<file path="src/rtl/pipe_stage_skid.sv">
// pipe_stage_skid: two-entry valid/ready pipeline stage with a skid register.
// o_valid and o_ready come from registered state only, so neither handshake
// input has a combinational path to the opposite handshake output. Control
// bits are zeroed on bubbles and on flush. The payload is never reset.
// A saturating counter records the cycles in which downstream back-pressured
// a valid entry.
module pipe_stage_skid #(
   parameter int DATA_WIDTH = 32,
   parameter int NB_CTRL    = 8,
   parameter int NB_CNT     = 16
) (
   input  logic                  clk,
   input  logic                  i_rst,
   input  logic                  i_flush,
   input  logic                  i_valid,
   output logic                  o_ready,
   input  logic [NB_CTRL-1:0]    i_ctrl,
   input  logic [DATA_WIDTH-1:0] i_data,
   output logic                  o_valid,
   input  logic                  i_ready,
   output logic [NB_CTRL-1:0]    o_ctrl,
   output logic [DATA_WIDTH-1:0] o_data,
   output logic [NB_CNT-1:0]     o_stall_cnt
);

   // Occupancy: ST_ONE means main is valid; ST_FULL means main and skid are valid.
   localparam logic [1:0] ST_EMPTY = 2'd0;
   localparam logic [1:0] ST_ONE   = 2'd1;
   localparam logic [1:0] ST_FULL  = 2'd2;

   logic [1:0]            state_p0;
   logic [1:0]            state_nxt;
   logic                  vld_p0;
   logic [NB_CTRL-1:0]    main_ctrl_p0;
   logic [NB_CTRL-1:0]    main_ctrl_nxt;
   logic [NB_CTRL-1:0]    skid_ctrl_p0;
   logic [DATA_WIDTH-1:0] main_data_p0;
   logic [DATA_WIDTH-1:0] skid_data_p0;
   logic [NB_CNT-1:0]     stall_cnt_p0;

   logic accept;
   logic take;
   logic load_main_in;
   logic load_main_skid;
   logic load_skid;

   // Count up by one and stick at the all-ones value instead of wrapping.
   function automatic logic [NB_CNT-1:0] sat_inc(input logic [NB_CNT-1:0] v);
      logic [NB_CNT-1:0] r;
      if (&v) r = v;
      else    r = v + 1'b1;
      return r;
   endfunction

   // Handshake outputs depend only on registered state (and reset for ready).
   assign vld_p0      = (state_p0 != ST_EMPTY);
   assign o_valid     = vld_p0;
   assign o_ready     = (state_p0 != ST_FULL) & ~i_rst;
   assign accept      = i_valid & o_ready;
   assign take        = vld_p0 & i_ready;
   assign o_ctrl      = main_ctrl_p0;
   assign o_data      = main_data_p0;
   assign o_stall_cnt = stall_cnt_p0;

   // Next-state and register-load decisions. Flush overrides every transition
   // and suppresses all loads, which discards any same-cycle accept.
   always_comb begin
      state_nxt      = state_p0;
      load_main_in   = 1'b0;
      load_main_skid = 1'b0;
      load_skid      = 1'b0;
      case (state_p0)
         ST_EMPTY: begin
            if (accept) begin
               load_main_in = 1'b1;
               state_nxt    = ST_ONE;
            end
         end
         ST_ONE: begin
            if (accept && take) begin
               load_main_in = 1'b1;
            end else if (accept) begin
               load_skid = 1'b1;
               state_nxt = ST_FULL;
            end else if (take) begin
               state_nxt = ST_EMPTY;
            end
         end
         ST_FULL: begin
            if (take) begin
               load_main_skid = 1'b1;
               state_nxt      = ST_ONE;
            end
         end
         default: state_nxt = ST_EMPTY;
      endcase
      if (i_flush) begin
         state_nxt      = ST_EMPTY;
         load_main_in   = 1'b0;
         load_main_skid = 1'b0;
         load_skid      = 1'b0;
      end
   end

   // Control bits follow whichever entry lands in main; they are forced to
   // zero whenever the stage is about to be empty so bubbles carry no control.
   always_comb begin
      main_ctrl_nxt = main_ctrl_p0;
      if (load_main_in)   main_ctrl_nxt = i_ctrl;
      if (load_main_skid) main_ctrl_nxt = skid_ctrl_p0;
      if (state_nxt == ST_EMPTY) main_ctrl_nxt = '0;
   end

   // ---- stage p0 boundary: control state (reset applies here only) ----
   // Occupancy and main control bits; reset beats flush, flush beats handshakes.
   always_ff @(posedge clk) begin
      if (i_rst) begin
         state_p0     <= ST_EMPTY;
         main_ctrl_p0 <= '0;
      end else begin
         state_p0     <= state_nxt;
         main_ctrl_p0 <= main_ctrl_nxt;
      end
   end

   // Payload and skid storage; not reset, contents only matter when occupied.
   always_ff @(posedge clk) begin
      if (load_main_in) begin
         main_data_p0 <= i_data;
      end else if (load_main_skid) begin
         main_data_p0 <= skid_data_p0;
      end
      if (load_skid) begin
         skid_data_p0 <= i_data;
         skid_ctrl_p0 <= i_ctrl;
      end
   end

   // Back-pressure counter: valid entry held while downstream refuses it.
   always_ff @(posedge clk) begin
      if (i_rst) begin
         stall_cnt_p0 <= '0;
      end else if (vld_p0 && !i_ready) begin
         stall_cnt_p0 <= sat_inc(stall_cnt_p0);
      end
   end

endmodule

</file>
<file path="config.mk">
export PLATFORM = sky130hd
export DESIGN_NAME = pipe_stage_skid
export DESIGN_NICKNAME = d
export VERILOG_FILES = /design/src/rtl/pipe_stage_skid.sv
export SDC_FILE = /design/constraint.sdc
export NUM_CORES = 1
export LEC_CHECK = 0
export CAP_MARGIN = 20
export CORE_MARGIN = 2
export CORE_UTILIZATION = 40
export DETAILED_ROUTE_END_ITERATION = 12
export PLACE_DENSITY = 0.73
export SYNTH_ARGS = -nofsm -noshare
export SYNTH_HDL_FRONTEND = slang
export SYNTH_SLANG_ARGS = --single-unit
</file>
<file path="constraint.sdc">
create_clock -name clk -period 9.4 [get_ports clk]
set_input_delay 1.41 -clock clk [delete_from_list [all_inputs] [get_ports clk]]
set_output_delay 1.41 -clock clk [all_outputs]
set_load 0.01 [all_outputs]
</file>
# After elaboration in Yosys (flattened, before gate mapping)

Index checks and enable logic that the tools add are counted.

Add/sub/neg operators: 1
Equality and inequality tests: 3
Muxes and demuxes: 21
Bitwise logic cells: 5
Reductions and logical operators: 10

Operator list:

| cell                                          | count |
|---|---|
| 2-to-1 mux 32 bit                             | 2 |
| adder 16 x 1 -> 16 bit, second input constant | 1 |
| 2-to-1 mux 8 bit                              | 2 |
| AND reduction 16 bit                          | 1 |
| 2-to-1 mux 2 bit                              | 6 |
| 2-to-1 mux 1 bit                              | 9 |
| case mux 2 bit (3 select lines)               | 1 |
| logical NOT 2 bit                             | 2 |
| nonzero test 2 bit                            | 2 |
| bitwise AND 1 bit                             | 3 |
| == test 2 x 1 -> 1 bit, second input constant | 1 |
| == test 2 bit, second input constant          | 1 |
| logical AND 1 bit                             | 2 |
| != test 2 bit, second input constant          | 1 |
| inverter 1 bit                                | 2 |
| case mux 1 bit (2 select lines)               | 1 |
| AND reduction 2 bit                           | 1 |
| OR reduction 2 bit                            | 1 |
| logical NOT 1 bit                             | 1 |

Flip-flop bits (word level): 98
Input bits: 45
Output and inout port bits: 58
Word-level logic and storage cells: 46

# Depth between registers and ports, before layout

Gate-level depths: netlist of run 1.

Depth in word-level cells: 9
Depth in mapped cells: 6

# Worst setup path before layout of run 1

No wires, ideal clock.

Path type: in2reg
Start: in i_flush
End: reg skid_ctrl_p0[0] (enable)
Setup time: 0.442 ns
Arrival time: 3.717 ns
Data required time: 8.958 ns
Setup slack: 5.242 ns
Cell stages on the path: 2
Buffers on the path: 0
Path through: nor4b_1 > nor2b_1

Longest elaborated chain between the ends: 1

Ends and longest elaborated chain:

| item                 | RTL line | text |
|---|---|---|
| start, declared      | 14       | `input logic i_flush,` |
| 2-to-1 mux 1 bit     | 97       | `if (i_flush) begin` |
| named net load_skid  | 45       | `logic load_skid;` |
| end signal, assigned | 135      | `skid_ctrl_p0 <= i_ctrl;` |
| end, declared        | 36       | `logic [NB_CTRL-1:0] skid_ctrl_p0;` |

The timed path passes the listed nets, and every way through them passes these cells.
A chain may end at the register's enable or synchronous reset.

# Worst setup path in the final report of run 1

Start: in i_rst
End: out o_ready

Longest elaborated chain between the ends: 2

Ends and longest elaborated chain:

| item              | RTL line | text |
|---|---|---|
| start, declared   | 13       | `input logic i_rst,` |
| inverter 1 bit    | 58       | `assign o_ready = (state_p0 != ST_FULL) & ~i_rst;` |
| bitwise AND 1 bit | 58       |  |
| end, declared     | 16       | `output logic o_ready,` |

No other way between the ends.

==> results of run 1 <==
[worst paths after layout]
path	startpoint	endpoint
worst max-delay path	i_rst	o_ready
worst min-delay path	o_ctrl[1]$_SDFFE_PP0P_	o_ctrl[1]$_SDFFE_PP0P_
worst max register to register	o_stall_cnt[0]$_SDFFE_PP0P_	o_stall_cnt[9]$_SDFFE_PP0P_
worst min register to register	o_ctrl[1]$_SDFFE_PP0P_	o_ctrl[1]$_SDFFE_PP0P_
[cells in the mapped netlist (4+ instances only)]
cell	number
a21oi_1	16
a22oi_1	16
clkbuf_1	13
dfxtp_1	26
edfxtp_1	72
inv_1	5
nand2_1	112
nand3_1	4
nand4_1	6
nor2_1	7
o31ai_1	9
or4_1	8
[state kept, by name, summed over array words and instances, names as in the netlist]
name          count
o_stall_cnt      16
state_p0          2
o_ctrl            8
skid_data_p0     32
o_data           32
skid_ctrl_p0      8
[power by group through the flow]
stage / sequential [mW] / clock [mW] / combinational, mW
detailed placement: 0.481 / 0 / 0.0545
global route: 0.472 / 0.319 / 0.0601
CTS: 0.471 / 0.303 / 0.0549
finish: 0.471 / 0.296 / 0.0549
floorplan: 0.483 / 0 / 0.0161
global placement: 0.481 / 0 / 0.0534
[layer usage]
layer | track usage, % | vias to the layer above | part of all wire [%]
met3 | 3.28 | 8 | 5.8
li1 | - | 1405 | -
met2 | 26.3 | 90 | 47
met4 | 6.67 | 0 | 0.89
met1 | 21.6 | 1349 | 46
met5 | 0 | - | 0
[worst max-delay path, cell delays in order]
cell and delay, ns:
clkdlybuf4s50_1 0.79, nor2_1 0.26, clkdlybuf4s50_1 0.56
[per-stage QoR]
step                      total power, mW  hold WS [ns]  setup slack [ns]  utilization, %
after floorplan                     0.499         0.486              5.24               -
after global placement              0.534         0.457              5.02            53.8
after global routing                0.851         0.501              4.90            56.6
after CTS                           0.829         0.472              4.97            56.2
final                               0.822         0.473              4.96            56.6
after detailed placement            0.536         0.455              5.00            53.8
[kinds of logic (layout without fill, tap and decap cells)]
family	Yosys count	count (layout)	synth area share, %
AOI/OAI and AO/OA	50	50	8.41
adders and majority gates	1	1	0.326
buffers and inverters	20	129	2.02
DFF	98	98	69.9
muxes	1	1	0.293
and+or+nand+nor	161	161	19.0
[layout make-up]
class,instances,area share [%]
inverter,5,0.357
tap,129,3.07
timing repair buffer,108,20.8
sequential,98,51.0
clock inverter,7,1.74
clock buffer,9,2.36
multi-input combinational,213,20.6
==> results.json, run 1 <==
{
  "outcome": "complete, no violations",
  "insertedDiodeCount": 0,
  "port-buffer-count": 102,
  "dp_hpwl_um": 5460,
  "max-vdd-ir-drop_mv": 0.0738,
  "power.switching_mw": 0.173,
  "htreeDepth": 3,
  "synth_area_sq_um": 3840,
  "ctsHoldBuffers": 0,
  "wl_per_cell_um": 14.6,
  "multi_input_area_sq_um": 1080,
  "clock_power_share_pct": 36.0,
  "synth_largest_area_cell": "edfxtp_1",
  "yosys-top-cells-area": "edfxtp_1 56%, dfxtp_1 14%, nand2_1 11%",
  "vias_per_cell": 5.01,
  "p_int_mw": 0.649,
  "maxCapViolCount": 0,
  "p_leak_nw": 1.84,
  "cts_buffer_depth": 2,
  "grt_use_total_pct": 16.3,
  "skew_ns": 0.0119,
  "synth_edf_count": 72,
  "synth_fp_nets": 377,
  "first_iter_violations": 84,
  "swShare_pct": 21.0,
  "drtPass1Iterations": 4,
  "synth_seq_cells": 98,
  "p_per_area_nw_per_um2": 156,
  "drc": 0,
  "synth.avg_cell_area_sq_um": 11.6,
  "fin_setup_tns_ns": 0,
  "final_nets": 481,
  "wl_um": 8300,
  "clock_latency_ns": 0.35,
  "clock.fmax_mhz": 225,
  "gp_congestion": 0.821,
  "ant_nets": 0,
  "stdcell_count": 569,
  "cts_tree": "yes",
  "cts-buffers-inserted": 9,
  "via_count": 2852,
  "clk_pin_slew_ns": 0.10,
  "floorplan.die_area_sq_um": 10400,
  "worstSetupPathType": "in2out",
  "nFillCells": 801,
  "setup_violations": 0,
  "seqPwrFrac_pct": 57.3,
  "start_util_pct": 41.3,
  "final_cell_mix": "112 x nand2_1, 102 x clkdlybuf4s50_1, 72 x edfxtp_1, 26 x dfxtp_1",
  "area_growth_pct": 37.0,
  "worstHoldPathType": "reg2reg",
  "async_reset_ff_share_pct": 0,
  "max_slew_margin_pct": 35.9,
  "dpl-instance-area_sq_um": 5000,
  "place_inst": 551,
  "fin_crit_ns": 4.44,
  "synth-seq-area-share_pct": 69.9,
  "finalHoldViolations": 0,
  "critPathMaxFanout": 21,
  "grt_pass1_vias": 2776,
  "crit_arrival_ns": 3.03,
  "start_kind": "primary input",
  "grt_overflow_total": 0,
  "worst-r2r-cell-count": 5,
  "die_y_um": 102,
  "num_rows": 35,
  "grt_pass1_wl_um": 13100,
  "yosys_warnings": 0,
  "cts-root-buf": "clkbuf_8",
  "post-cts-setup-buffers": 0,
  "drive_above_1_share_pct": 6.14,
  "synth_top_area_share_pct": 56.3,
  "antenna_found_initial": 0,
  "coreArea_sq_um": 9280,
  "combPwrFrac_pct": 6.7,
  "final_common_cell": "nand2_1",
  "rsz0062_at_grt": "no",
  "final_area_sq_um": 5260,
  "required_ns": 7.99,
  "synth_ff_type": "edfxtp_1",
  "cts_sinks": 98,
  "endpoint_kind": "primary output",
  "reg2reg_slack_ns": 7.05,
  "die_w_um": 102,
  "slew_viol_final": 0,
  "synth_cell_types": 35,
  "regArea_sq_um": 2680,
  "worst_pin_slew_ns": 0.954,
  "post_cts_resized": 0,
  "grt_max_degree": 41,
  "period_share_pct": 47.2,
  "whs_path_depth": 2,
  "synthCells": 331,
  "ios": 103
}
Note: power is estimated with default switching activity, not from simulation.
==> run 2, diff against run 1 <==
- PLACE_DENSITY: 0.73 -> 0.76
- clock period: 9.4 -> 3.6 ns (I/O delays scaled with it)
==> run 2 against run 1 <==
Net effect: worst setup slack lost 3.8 ns; largest power group unchanged; final area unchanged; total power increased to 2.6 times the previous value; combinational power increased to 2.6 times the previous value; critical endpoint is now o_stall_cnt[15]$_SDFFE_PP0P_; wire length down 0.96%; first-iteration DRC count rose by 15%; clock-buffer cell count unchanged.
==> results.json, run 2 (synthesis results as in run 1) <==
{
  "fin_crit_ns": 2.45,
  "floorplan.die_area_sq_um": 10400,
  "critPathMaxFanout": 13,
  "cts_sinks": 98,
  "setup_violations": 0,
  "worst-r2r-cell-count": 5,
  "start_kind": "primary input",
  "htreeDepth": 3,
  "die_y_um": 102,
  "area_growth_pct": 37.0,
  "period_share_pct": 68.0,
  "finalHoldViolations": 0,
  "cp_top_family": "simple AND/OR/NAND/NOR gates",
  "worst_pin_slew_ns": 1.00,
  "clock_latency_ns": 0.36,
  "startpoint": "i_ready",
  "drc": 0,
  "wl_um": 8220,
  "outcome": "complete, no violations",
  "cts-buffers-inserted": 9,
  "rsz0062_at_grt": "no",
  "stdcell_count": 571,
  "post_cts_resized": 0,
  "critPathBufInv": 1,
  "reg2reg_slack_ns": 1.18,
  "cp_cell_sequence": "clkdlybuf4s50_1 -> o21bai_1 -> or4_4 -> or4_1 -> a21oi_1",
  "crit_path_top_delay_cell": "or4_4",
  "slew_viol_final": 0,
  "nFillCells": 814,
  "p_leak_nw": 1.84,
  "worstHoldPathType": "reg2reg",
  "coreArea_sq_um": 9280,
  "ios": 103,
  "crit_end": "o_stall_cnt[15]$_SDFFE_PP0P_",
  "insertedDiodeCount": 0,
  "die_w_um": 102,
  "r2r-start": "o_stall_cnt[0]$_SDFFE_PP0P_",
  "ctsHoldBuffers": 0,
  "skew_ns": 0.0140,
  "place_inst": 555,
  "grt_overflow_total": 0,
  "worstSetupPathType": "in2reg",
  "cts_buffer_depth": 2,
  "via_count": 2865,
  "grt_pass1_vias": 2634,
  "final_common_cell": "nand2_1",
  "whs_path_depth": 2,
  "start_util_pct": 41.3,
  "cp_slowest_stage_delay_ns": 0.63,
  "cp.depth": 5,
  "max_slew_margin_pct": 32.8,
  "cts_tree": "yes",
  "grt_max_degree": 33,
  "grt_pass1_wl_um": 12700,
  "clk_pin_slew_ns": 0.10,
  "cts-root-buf": "clkbuf_8",
  "drive_above_1_share_pct": 6.79,
  "grt_use_total_pct": 15.7,
  "final_cell_mix": "112 x nand2_1, 102 x clkdlybuf4s50_1, 72 x edfxtp_1, 26 x dfxtp_1",
  "max-vdd-ir-drop_mv": 0.250,
  "vias_per_cell": 5.02,
  "num_rows": 35,
  "maxCapViolCount": 0,
  "port-buffer-count": 102,
  "drtPass1Iterations": 4,
  "antenna_found_initial": 0,
  "gp_congestion": 0.829,
  "post-cts-setup-buffers": 0,
  "crit_arrival_ns": 2.75,
  "final_util_pct": 56.6,
  "first_iter_violations": 97,
  "worstReg2RegEnd": "o_stall_cnt[9]$_SDFFE_PP0P_",
  "clock.fmax_mhz": 408,
  "ant_nets": 0,
  "final_nets": 483,
  "endpoint_kind": "flip-flop",
  "wl_per_cell_um": 14.4,
  "fin_setup_tns_ns": 0,
  "p_per_area_nw_per_um2": 404,
  "required_ns": 3.90,
  "dp_hpwl_um": 5800
}
-- run 2: tightest hold or removal path, cell delays in order (launching register included) --
cell and delay (ns):
dfxtp_1 0.32, nand2_1 0.05, a22oi_1 0.05
-- run 2: worst min path at each step --
stage                                       from                     end  slack, ns
after floorplan           o_ctrl[0]$_SDFFE_PP0P_  o_ctrl[0]$_SDFFE_PP0P_       0.49
after global placement    o_ctrl[3]$_SDFFE_PP0P_  o_ctrl[3]$_SDFFE_PP0P_       0.45
after detailed placement  o_ctrl[3]$_SDFFE_PP0P_  o_ctrl[3]$_SDFFE_PP0P_       0.45
after CTS                 o_ctrl[3]$_SDFFE_PP0P_  o_ctrl[3]$_SDFFE_PP0P_       0.47
after global routing      o_ctrl[3]$_SDFFE_PP0P_  o_ctrl[3]$_SDFFE_PP0P_       0.50
final                     o_ctrl[3]$_SDFFE_PP0P_  o_ctrl[3]$_SDFFE_PP0P_       0.47
-- run 2: layout make-up --
class	instances	area, sq um	area share (%)
tap	129	161	3.07
clock buffer	9	124	2.36
inverter	5	18.8	0.357
multi-input combinational	213	1080	20.6
timing repair buffer	110	1090	20.8
clock inverter	7	91.3	1.74
sequential	98	2680	51.0
-- run 2: stage by stage --
stage,setup slack (ns),hold slack [ns],total power [mW],cell area [sq um]
6_report,1.15,0.469,2.13,5260
5_1_grt,0.921,0.499,2.20,5260
4_1_cts,1.14,0.473,2.15,5260
3_5_place_dp,0.755,0.455,1.40,5040
3_3_place_gp,0.833,0.454,1.40,5040
2_1_floorplan,0.312,0.486,1.30,3840
-- run 2: per-layer routing --
layer	global-route usage, %	routed length (um)
met3	3.69	528
met1	21.2	3770
met5	0	0
met4	5.95	123
met2	25.0	3800
-- run 2: where the power goes --
group	internal, mW	switching, mW
combinational	0.0791	0.0653
sequential	1.22	0.00610
clock	0.343	0.408
total	1.65	0.480
==> run 3, diff against run 2 <==
- PLACE_DENSITY: 0.76 -> 0.73
- clock period: 3.6 -> 2.55 ns (I/O delays scaled with it)
==> run 3 against run 2 <==
Net effect: global-route usage is 0.11 points higher; non-clock buffer count is 5 higher; clock power is 25% higher; largest cell class unchanged; largest power group unchanged; highest routed layer unchanged.
==> results.json, run 3 (synthesis results as in run 1) <==
{
  "clk_pin_slew_ns": 0.10,
  "ios": 103,
  "final_common_cell": "nand2_1",
  "post-cts-setup-buffers": 0,
  "critPathMaxFanout": 8,
  "period_share_pct": 77.4,
  "insertedDiodeCount": 0,
  "setup_violations": 0,
  "vias_per_cell": 5.02,
  "fin_crit_ns": 1.97,
  "cts_tree": "yes",
  "drc": 0,
  "port-buffer-count": 102,
  "skew_ns": 0.0122,
  "place_inst": 560,
  "start_util_pct": 41.3,
  "stdcell_count": 576,
  "worstSetupPathType": "reg2out",
  "final_nets": 488,
  "reg2reg_slack_ns": 0.58,
  "r2r-start": "o_stall_cnt[0]$_SDFFE_PP0P_",
  "drtPass1Iterations": 4,
  "finalHoldViolations": 0,
  "max-vdd-ir-drop_mv": 0.345,
  "dp_hpwl_um": 5640,
  "post_cts_resized": 0,
  "ant_nets": 0,
  "final_util_pct": 57.0,
  "dpl-instance-area_sq_um": 5100,
  "slew_viol_final": 0,
  "nFillCells": 785,
  "cts_sinks": 98,
  "maxCapViolCount": 0,
  "worstReg2RegEnd": "o_stall_cnt[14]$_SDFFE_PP0P_",
  "p_leak_nw": 1.86,
  "cts_buffer_depth": 2,
  "worstHoldPathType": "reg2reg",
  "area_growth_pct": 37.9,
  "wl_um": 8120,
  "grt_max_degree": 41,
  "die_w_um": 102,
  "startpoint": "state_p0[0]$_SDFF_PP0_",
  "fin_setup_tns_ns": 0,
  "max_slew_margin_pct": 57.3,
  "final_cell_mix": "112 x nand2_1, 102 x clkdlybuf4s50_1, 72 x edfxtp_1, 26 x dfxtp_1",
  "endpoint_kind": "primary output",
  "worst_pin_slew_ns": 0.637,
  "worst-r2r-cell-count": 5,
  "floorplan.die_area_sq_um": 10400,
  "cts-buffers-inserted": 9,
  "crit_arrival_ns": 1.59,
  "final_area_sq_um": 5290,
  "ctsHoldBuffers": 0,
  "gp_congestion": 0.843,
  "clock_latency_ns": 0.36,
  "clock.fmax_mhz": 507,
  "grt_use_total_pct": 15.9,
  "required_ns": 2.17,
  "via_count": 2889,
  "start_kind": "flip-flop",
  "cts-root-buf": "clkbuf_8",
  "rsz0062_at_grt": "no",
  "drive_above_1_share_pct": 7.83,
  "wl_per_cell_um": 14.1,
  "first_iter_violations": 68,
  "grt_overflow_total": 0,
  "antenna_found_initial": 0,
  "crit_end": "o_ready",
  "htreeDepth": 3,
  "hold_slack_ns": 0.475,
  "coreArea_sq_um": 9280,
  "num_rows": 35,
  "p_per_area_nw_per_um2": 546,
  "die_y_um": 102,
  "outcome": "complete, no violations",
  "grt_pass1_vias": 2835,
  "grt_pass1_wl_um": 13000
}
[run 3: worst max-delay path: stages (launching register included)]
cell and delay (ns):
dfxtp_1 0.48, nor2b_1 0.11, nor2_1 0.11, clkdlybuf4s50_1 0.54
[run 3: worst min path at each step]
| stage | from | end | slack [ns] | cells past startpoint |
|---|---|---|---|---|
| after floorplan | i_ctrl[0] | skid_ctrl_p0[0]$_DFFE_PP_ | 0.48 | 0 |
| after global placement | o_ctrl[0]$_SDFFE_PP0P_ | o_ctrl[0]$_SDFFE_PP0P_ | 0.46 | 2 |
| after detailed placement | o_ctrl[3]$_SDFFE_PP0P_ | o_ctrl[3]$_SDFFE_PP0P_ | 0.46 | 2 |
| after CTS | o_ctrl[3]$_SDFFE_PP0P_ | o_ctrl[3]$_SDFFE_PP0P_ | 0.47 | 2 |
| after global routing | o_ctrl[2]$_SDFFE_PP0P_ | o_ctrl[2]$_SDFFE_PP0P_ | 0.50 | 2 |
| final | o_ctrl[3]$_SDFFE_PP0P_ | o_ctrl[3]$_SDFFE_PP0P_ | 0.48 | 2 |
[run 3: stage by stage]
stage | total power [mW] | setup slack, ns
floorplan | 1.84 | 0.153
global placement | 1.98 | 0.243
detailed placement | 1.99 | 0.218
CTS | 2.92 | 0.562
global route | 3.01 | 0.357
finish | 2.89 | 0.578
[run 3: per-layer routing]
layer | vias to the layer above | share of wire (%) | wire [um] | global-route usage [%]
met5 | - | 0 | 0 | 0
met1 | 1367 | 44 | 3590 | 19.9
li1 | 1417 | - | - | -
met4 | 0 | 1.4 | 116 | 5.85
met3 | 11 | 5.5 | 443 | 3.42
met2 | 94 | 49 | 3960 | 27.1
[run 3: layout make-up]
cell class                      count  area, sq um  share of cell area [%]
Timing Repair Buffer              115         1160                    21.9
Multi-Input combinational cell    213         1080                    20.5
Inverter                            5         18.8                   0.355
Sequential cell                    98         2680                    50.7
Clock buffer                        9          124                    2.34
Clock inverter                      7         62.6                    1.18
Tap cell                          129          161                    3.05
[run 3: power by group]
part | internal (mW) | total (mW) | leakage [nW] | switching, mW
sequential | 1.73 | 1.74 | 0.864 | 0.00850
clock | 0.375 | 0.938 | 0.0976 | 0.562
combinational | 0.118 | 0.211 | 0.896 | 0.0930
